===== src/rtl/shift_unit_scheduler.sv =====
// ============================================================================
// shift_unit_scheduler: round-robin sharing of one mantissa shifter between
// alignment (A) and normalization (B) requesters, with a one-entry response.
// Revision: 1.0
// ============================================================================
`default_nettype none

module shift_core #(
  parameter int W  = 30,
  parameter int SW = 5
) (
  input  logic [W-1:0]  data,
  input  logic [SW-1:0] amount,
  input  logic          right,
  input  logic          arith,
  output logic [W-1:0]  result,
  output logic          sticky
);
  logic [W-1:0] mask;

  always_comb begin
    mask = (W'(1) << amount) - W'(1);
    if (!right)
      result = data << amount;
    else if (arith)
      result = W'($signed(data) >>> amount);
    else
      result = data >> amount;
    sticky = right & (|(data & mask));
  end
endmodule

module shift_unit_scheduler #(
  parameter int M                   = 23,
  parameter int E                   = 8,
  parameter int EXTRA_BITS_MANTISSA = 7,
  parameter int W                   = M + EXTRA_BITS_MANTISSA
) (
  input  logic         clk,
  input  logic         rst_n,
  input  logic         a_valid,
  output logic         a_ready,
  input  logic [W-1:0] a_data,
  input  logic [E:0]   a_amount,
  input  logic         a_right,
  input  logic         a_arith,
  input  logic         b_valid,
  output logic         b_ready,
  input  logic [W-1:0] b_data,
  input  logic [E:0]   b_amount,
  input  logic         b_right,
  input  logic         b_arith,
  output logic         resp_valid,
  input  logic         resp_ready,
  output logic [W-1:0] resp_data,
  output logic         resp_sticky,
  output logic         resp_id,
  output logic [15:0]  op_count
);
  localparam int         SW    = $clog2(W);
  localparam logic [E:0] W_AMT = (E+1)'(W);

  typedef enum logic [0:0] {IDLE = 1'b0, FULL = 1'b1} state_t;

  state_t       state, state_next;
  logic         prefer_a;
  logic         can_accept;
  logic         grant_a, grant_b, grant;
  logic [W-1:0] sel_data;
  logic [E:0]   sel_amount;
  logic         sel_right, sel_arith;
  logic [E:0]   abs_amount;
  logic         overflow;
  logic [SW-1:0] core_amount;
  logic [W-1:0] core_result;
  logic         core_sticky;
  logic [W-1:0] shift_result;
  logic         shift_sticky;

  // A slot is free when empty, or when the held result leaves this cycle.
  assign can_accept = (state == IDLE) || resp_ready;
  assign grant_a    = can_accept && a_valid && (!b_valid || prefer_a);
  assign grant_b    = can_accept && b_valid && (!a_valid || !prefer_a);
  assign grant      = grant_a || grant_b;
  assign a_ready    = grant_a;
  assign b_ready    = grant_b;
  assign resp_valid = (state == FULL);

  assign sel_data   = grant_b ? b_data   : a_data;
  assign sel_amount = grant_b ? b_amount : a_amount;
  assign sel_right  = grant_b ? b_right  : a_right;
  assign sel_arith  = grant_b ? b_arith  : a_arith;

  // -2^E negates to itself, which read unsigned is exactly 2^E.
  assign abs_amount  = sel_amount[E] ? (~sel_amount + 1'b1) : sel_amount;
  assign overflow    = (abs_amount >= W_AMT);
  assign core_amount = overflow ? '0 : abs_amount[SW-1:0];

  shift_core #(.W(W), .SW(SW)) u_shift_core (
    .data   (sel_data),
    .amount (core_amount),
    .right  (sel_right),
    .arith  (sel_arith),
    .result (core_result),
    .sticky (core_sticky)
  );

  always_comb begin
    shift_result = core_result;
    shift_sticky = core_sticky;
    if (overflow) begin
      shift_result = (sel_right && sel_arith) ? {W{sel_data[W-1]}} : '0;
      shift_sticky = sel_right && (|sel_data);
    end
  end

  always_comb begin
    state_next = state;
    case (state)
      IDLE:    if (grant) state_next = FULL;
      FULL:    if (resp_ready && !grant) state_next = IDLE;
      default: state_next = IDLE;
    endcase
  end

  always_ff @(posedge clk or negedge rst_n) begin
    if (!rst_n) begin
      state       <= IDLE;
      prefer_a    <= 1'b1;
      resp_data   <= '0;
      resp_sticky <= 1'b0;
      resp_id     <= 1'b0;
      op_count    <= '0;
    end else begin
      state <= state_next;
      if (grant) begin
        prefer_a    <= grant_b;
        resp_data   <= shift_result;
        resp_sticky <= shift_sticky;
        resp_id     <= grant_b;
      end
      if (resp_valid && resp_ready)
        op_count <= op_count + 16'd1;
    end
  end
endmodule

`default_nettype wire


===== config.mk =====
export PLATFORM = sky130hd
export DESIGN_NAME = shift_unit_scheduler
export DESIGN_NICKNAME = d
export VERILOG_FILES = /design/src/rtl/shift_unit_scheduler.sv
export SDC_FILE = /design/constraint.sdc
export NUM_CORES = 1
export LEC_CHECK = 0
export ABC_AREA = 1
export BUFFER_PORTS_ARGS = -buffer_cell sky130_fd_sc_hd__buf_2
export CORE_MARGIN = 4
export CORE_UTILIZATION = 45
export CTS_CLUSTER_DIAMETER = 200
export DETAILED_ROUTE_END_ITERATION = 10
export PLACE_DENSITY = 0.71
export SLEW_MARGIN = 20
export SYNTH_ARGS = -nofsm -noshare
export SYNTH_HDL_FRONTEND = slang
export SYNTH_SLANG_ARGS = --single-unit

===== constraint.sdc =====
create_clock -name clk -period 8.75 [get_ports clk]
set_input_delay 1.75 -clock clk [delete_from_list [all_inputs] [get_ports clk]]
set_output_delay 1.75 -clock clk [all_outputs]
set_load 0.02 [all_outputs]

==> results of run 1 <==
==> cells by family after synthesis <==
logic type | Yosys count
compound gates | 233
mux | 12
xor+xnor | 14
buf+inv | 180
fa+ha+maj | 3
simple gates | 848
flops | 50
==> final cells by class <==
type / instances / share of cell area (%)
Clock buffer: 6 / 1.68
Timing Repair Buffer: 145 / 9.02
Sequential cell: 50 / 15.1
Tap cell: 216 / 3.27
Clock inverter: 1 / 0.363
Multi-Input combinational cell: 1110 / 65.3
Inverter: 112 / 5.26
==> cells in the final DEF, fill, tap and decap left out, types with 3 or more instances in the layout <==
master and n:
nor4_1 9, or2_0 3, nand4_1 22, xnor2_1 6
o21ai_0 85, xor2_1 8, o21ai_1 47, buf_4 8
nand2_2 14, and2_1 6, a21oi_1 30, nor3_1 8
buf_2 137, o221ai_1 3, o22ai_1 5, or2_2 25
a31oi_1 3, a21boi_1 14, nand3b_1 7, inv_1 100
ha_1 3, mux2i_1 12, clkbuf_16 5, nand3_2 8
nor2_1 92, a2bb2oi_1 13, inv_2 9, o2111ai_1 5
o21ai_2 4, o211ai_1 10, nand3_1 105, nor2_8 4
dfrtp_1 49, nand2_1 532, nand2_4 5, nor2_2 3
==> through the flow <==
stage / utilization, % / worst slack (ns) / cells
2_1_floorplan: - / 3.64 / 1340
3_3_place_gp: 50.5 / 2.11 / 1633
3_5_place_dp: 50.5 / 1.96 / 1633
4_1_cts: 51.5 / 2.27 / 1640
5_1_grt: 51.5 / 1.59 / 1640
6_report: 51.5 / 2.20 / 1640
==> worst max path at each step <==
stage / endpoint / from / slack, ns
6_report: resp_sticky$_DFFE_PN0P_ / resp_ready / 2.20
5_1_grt: resp_sticky$_DFFE_PN0P_ / resp_ready / 1.59
2_1_floorplan: resp_sticky$_DFFE_PN0P_ / resp_ready / 3.64
4_1_cts: resp_sticky$_DFFE_PN0P_ / resp_ready / 2.27
3_5_place_dp: resp_sticky$_DFFE_PN0P_ / resp_ready / 1.96
3_3_place_gp: resp_sticky$_DFFE_PN0P_ / resp_ready / 2.11
==> power groups by stage <==
stage / Sequential [mW] / Clock (mW) / Combinational (mW)
2_1_floorplan: 0.434 / 0 / 0.737
3_3_place_gp: 0.348 / 0 / 1.13
3_5_place_dp: 0.350 / 0 / 1.13
4_1_cts: 0.347 / 0.226 / 1.14
5_1_grt: 0.356 / 0.236 / 1.28
6_report: 0.345 / 0.222 / 1.16
==> critical path, delay by kind of cell <==
family                     cells  cell delay [ns]
AOI/OAI and AO/OA              1             0.29
buffers and inverters          3             0.56
and+or+nand+nor               25             3.61
adders and majority gates      2             0.46
==> flip-flops by register name (all words and copies together) (netlist names) <==
register / cells
resp_valid: 1
resp_data: 30
resp_id: 1
resp_sticky: 1
prefer_a: 1
op_count: 16
==> layer usage <==
layer	vias to the layer above	part of all wire, %	global-route usage, %
met5	-	0	0
met1	4154	42	37.9
li1	4533	-	-
met4	0	4.7	12.7
met2	438	45	46.1
met3	97	8.1	4.60
==> results.md, run 1 <==
* Largest net degree at the start of global routing at 65
* Leak at 4.60 nW
* Syn Std Cell Area at 0.00745 mm^2
* GRT Total Usage at 28.7%
* CP startpoint kind: primary input
* Hold buffer count at CTS at 0
* Area growth syn-to-layout at 11.0%
* Register cell area after layout at 0.00125 mm^2
* Fillers at 1738
* Post-synthesis sequential area ratio at 16.8%
* Reg2Reg Setup Slack at 3.28 ns
* Switch Pwr at 0.915 mW
* Worst-Margin Slew at 0.790 ns
* Ys async rst share at 100%
* Slowest stage cell on the critical path: nor2_8
* Flop pwr share at 20.0%
* Drt pass-1 iters at 8
* Cells after Synth at 1340
* First-pass GRT wire length at 42900 um
* Port buffer count at 137
* Synth area leader: nand2_1
* Hold WC Path Type: flop to flop
* Reg2reg start: prefer_a$_DFFE_PN1P_
* Switch share at 53.0%
* Post-Route Skew at 0.00293 ns
* Post-Place Cell Area at 0.00810 mm^2
* Final hold violation count at 0
* TritonCTS Sinks at 50
* Hold Crit Depth at 1
* Reg2reg end: resp_sticky$_DFFE_PN0P_
* DP HPWL at 21400 um
* H-tree levels at 2
* Clock transition at path regs at 0.06 ns
* Most common cell in the netlist: nand2_1
* Fin Hold WS at 0.467 ns
* Fmax at 153 MHz
* Share of cells above drive strength 1 at 16.4%
* Tcrit/Tclk final at 74.9%
* Top cells by area, synth: nand2_1 (27%), dfrtp_1 (16%), nand3_1 (7.1%)
* Clk buf depth at 2
* YS warnings at 0
* WHS Endpoint: op_count[15]$_DFFE_PN0P_
* Number of antenna violations at the first check in global routing at 0
* Synth top cells by count: nand2_1 (532), nand3_1 (105), inv_1 (100)
* Final antenna diode count at 0
* Resized cells post-CTS at 0
* Initial drt markers at 970
* Post-synthesis mux area share at 1.61%
* Post-synth top area share at 26.8%
* Clk pwr share at 12.9%
* Chip height at 137 um
* Post-Syn Area per Cell at 5.56 um^2
* Top_reg_cell synth: dfrtp_1
* Status: complete, no violations
* WL final at 27000 um
* Setup TNS Final at 0 ns
* CTS tree: built
* DR DRC count at 0
* Core area at 0.0161 mm^2
* CP Capture Type: flop
* Synthesis-stage register bit count at 50
* Yosys cell types at 56
* Vias in the first global route at 8388
* Max-cap violations at 0
* VDD IR max at 0.154 mV
* Vias/cell at 5.62
* Crit-path most repeated cell: nand2_1
* Adder-cell share of the synthesized area at 0.504%
* Crit Path Max Fanout at 61
* EDFF count, synth at 0
* Die width at 137 um
* Compound-cell area share of the yosys netlist at 18.5%
* Max-slew violations at 0
* Syn_nets at 1430
* Cell-internal power at 0.813 mW
* Hold path start: op_count[15]$_DFFE_PN0P_
* Clock latency on the worst-skew pair at 0.29 ns
* Unrepaired setup endpoints after global routing: no
* CTS root buf: clkbuf_16
* Largest stage delay, worst path at 0.66 ns
* Placer congestion estimate at 1.02
* Final Cell Area at 0.00827 mm^2
* Wirelength per Cell at 16.5 um
* Reg2Reg Depth at 29
* Shortest period the worst path allows at 6.55 ns
* Fin nets at 1514
* Largest family of logic cells by synthesized area: simple AND/OR/NAND/NOR gates
* DIE AREA at 0.0187 mm^2
* Required @ worst endpoint at 8.93 ns
* Row count at 46
* Via Count at 9222
* Relative slew slack at 47.0%
* IO Pins at 138
* Pwr Total at 1.73 mW
* Postcts setup bufs at 0
* Worst endpoint data arrival time at 6.74 ns
* Xor and xnor area share after synthesis at 1.65%
* Final setup viols at 0
* Comb power frac at 67.2%
* Pwr Density at 209 mW/mm^2
* CTS Buf Count at 5
* Initial core utilization at 46.4%
* Simple-gate share of the synthesized area at 50.2%
* Post-DRT Antenna Nets at 0
* Total gr overflow at 0
* Crit Path Class: primary input to flop
* Multi-input gate area at 0.00540 mm^2
No activity file was read; power rests on OpenSTA's default activity.
==> run 2: changes to the inputs <==
PLACE_DENSITY = 0.73   (was 0.71)
clock period = 5.9 ns   (was 8.75 ns; I/O delays follow)
==> results.md, run 2 (synthesized netlist as in run 1, its figures left out) <==
* Clk pwr share at 12.6%
* CTS tree: built
* Fillers at 1723
* Post-Route Skew at 0.0107 ns
* WL final at 27300 um
* Via Count at 9291
* Area growth syn-to-layout at 12.2%
* Placer congestion estimate at 0.992
* CTS root buf: clkbuf_16
* Drt pass-1 iters at 6
* Hold Crit Depth at 1
* Relative slew slack at 35.0%
* Largest net degree at the start of global routing at 54
* Pwr Density at 308 mW/mm^2
* Status: complete, no violations
* IO Pins at 138
* Crit Path Class: primary input to flop
* CP startpoint kind: primary input
* First-pass GRT wire length at 42900 um
* Leak at 4.66 nW
* Most frequent cells in the layout: nand2_1 (532), buf_2 (136), nand3_1 (105)
* Die width at 137 um
* Max-slew violations at 0
* Post-DRT Antenna Nets at 0
* Fin nets at 1526
* Top reg by flops: resp_data
* Hold path start: op_count[15]$_DFFE_PN0P_
* WHS Endpoint: op_count[15]$_DFFE_PN0P_
* Worst endpoint data arrival time at 5.44 ns
* H-tree levels at 2
* Reg2reg start: prefer_a$_DFFE_PN1P_
* Switch Pwr at 1.37 mW
* Share of cells above drive strength 1 at 17.1%
* GRT Total Usage at 28.6%
* Reg2Reg Setup Slack at 1.25 ns
* Row count at 46
* Final hold violation count at 0
* Reg2Reg Depth at 22
* Initial drt markers at 1053
* Worst-Margin Slew at 0.970 ns
* Pwr Total at 2.58 mW
* CP Capture Type: flop
* Wirelength per Cell at 16.5 um
* Unrepaired setup endpoints after global routing: no
* Largest regs: resp_data: 30 flops, op_count: 16 flops
* Reg2reg end: resp_data[21]$_DFFE_PN0P_
* Required @ worst endpoint at 6.11 ns
* Hold WC Path Type: flop to flop
* Total gr overflow at 0
* Crit Path Max Fanout at 31
* Chip height at 137 um
* Post-Place Cell Area at 0.00819 mm^2
* Vias in the first global route at 8384
* Final Core Density at 52.1%
* Setup TNS Final at 0 ns
* Comb power frac at 67.4%
* CTS Buf Count at 5
* Max-cap violations at 0
* Clock latency on the worst-skew pair at 0.29 ns
* Tcrit/Tclk final at 88.6%
* Most common cell after layout, fill and taps aside: nand2_1
* Switch share at 53.0%
* Place WS at 0.552 ns
* Shortest period the worst path allows at 5.23 ns
* Largest register FFs at 30
* Resized cells post-CTS at 0
* Postcts setup bufs at 0
* DIE AREA at 0.0187 mm^2
* Final setup viols at 0
* Fmax at 191 MHz
* Number of antenna violations at the first check in global routing at 0
* Final Cell Area at 0.00836 mm^2
* Port buffer count at 137
* Flop pwr share at 19.9%
* Cell-internal power at 1.21 mW
* DR DRC count at 0
* Core area at 0.0161 mm^2
* DP HPWL at 21600 um
* Vias/cell at 5.62
* TritonCTS Sinks at 50
* Setup WS post-layout at 0.671 ns
* Hold buffer count at CTS at 0
* Initial core utilization at 46.4%
* Clock transition at path regs at 0.07 ns
* VDD IR max at 0.163 mV
* Final antenna diode count at 0
* Clk buf depth at 2
[run 2: power by group through the flow]
stage	sequential, mW	clock [mW]	combinational, mW
finish	0.513	0.326	1.74
global route	0.528	0.348	1.91
CTS	0.514	0.334	1.71
detailed placement	0.519	0	1.70
global placement	0.516	0	1.70
floorplan	0.644	0	1.09
[run 2: final cells by class]
class / instances / area (um^2) / share of cell area [%]
clock buffer: 6 / 129 / 1.54
clock inverter: 2 / 37.5 / 0.449
inverter: 112 / 435 / 5.21
multi-input combinational: 1110 / 5400 / 64.6
sequential: 50 / 1250 / 15.0
tap: 216 / 270 / 3.23
timing repair buffer: 157 / 838 / 10.0
[run 2: worst max-delay path by stage]
| stage | endpoint | cells after the start | startpoint | slack (ns) |
|---|---|---|---|---|
| 2_1_floorplan | resp_sticky$_DFFE_PN0P_ | 30 | resp_ready | 1.36 |
| 3_3_place_gp | resp_data[19]$_DFFE_PN0P_ | 22 | resp_ready | 0.61 |
| 3_5_place_dp | resp_data[21]$_DFFE_PN0P_ | 24 | resp_ready | 0.55 |
| 4_1_cts | resp_data[21]$_DFFE_PN0P_ | 24 | resp_ready | 0.82 |
| 5_1_grt | resp_data[23]$_DFFE_PN0P_ | 26 | resp_ready | 0.40 |
| 6_report | resp_data[21]$_DFFE_PN0P_ | 24 | resp_ready | 0.67 |
[run 2: metal layers]
| metal | wire (um) | track usage, % |
|---|---|---|
| met5 | 0 | 0 |
| met4 | 758 | 8.51 |
| met3 | 2270 | 4.52 |
| met2 | 12800 | 47.6 |
| met1 | 11500 | 38.2 |
[run 2: metrics by stage]
stage               hold WS (ns)  std cells
floorplan                  0.490       1340
global placement           0.451       1645
detailed placement         0.452       1645
CTS                        0.466       1653
global route               0.481       1653
finish                     0.462       1653
[run 2: worst max-delay path, cell delays in order]
cell       delay [ns]
buf_2            0.08
inv_1            0.04
nand2_2          0.19
nand3_2          0.20
nand2_1          0.12
nand2_2          0.13
ha_1             0.32
nand3_1          0.08
nand2_1          0.19
nand3_2          0.16
nor2_1           0.08
a21oi_4          0.28
nand2_4          0.26
nor2_8           0.44
nand2_1          0.20
nand3_1          0.12
o21ai_0          0.21
o21ai_1          0.27
nand2_1          0.08
o21ai_1          0.22
nand2_1          0.09
a21oi_1          0.19
o21ai_1          0.13
a2bb2oi_1        0.15
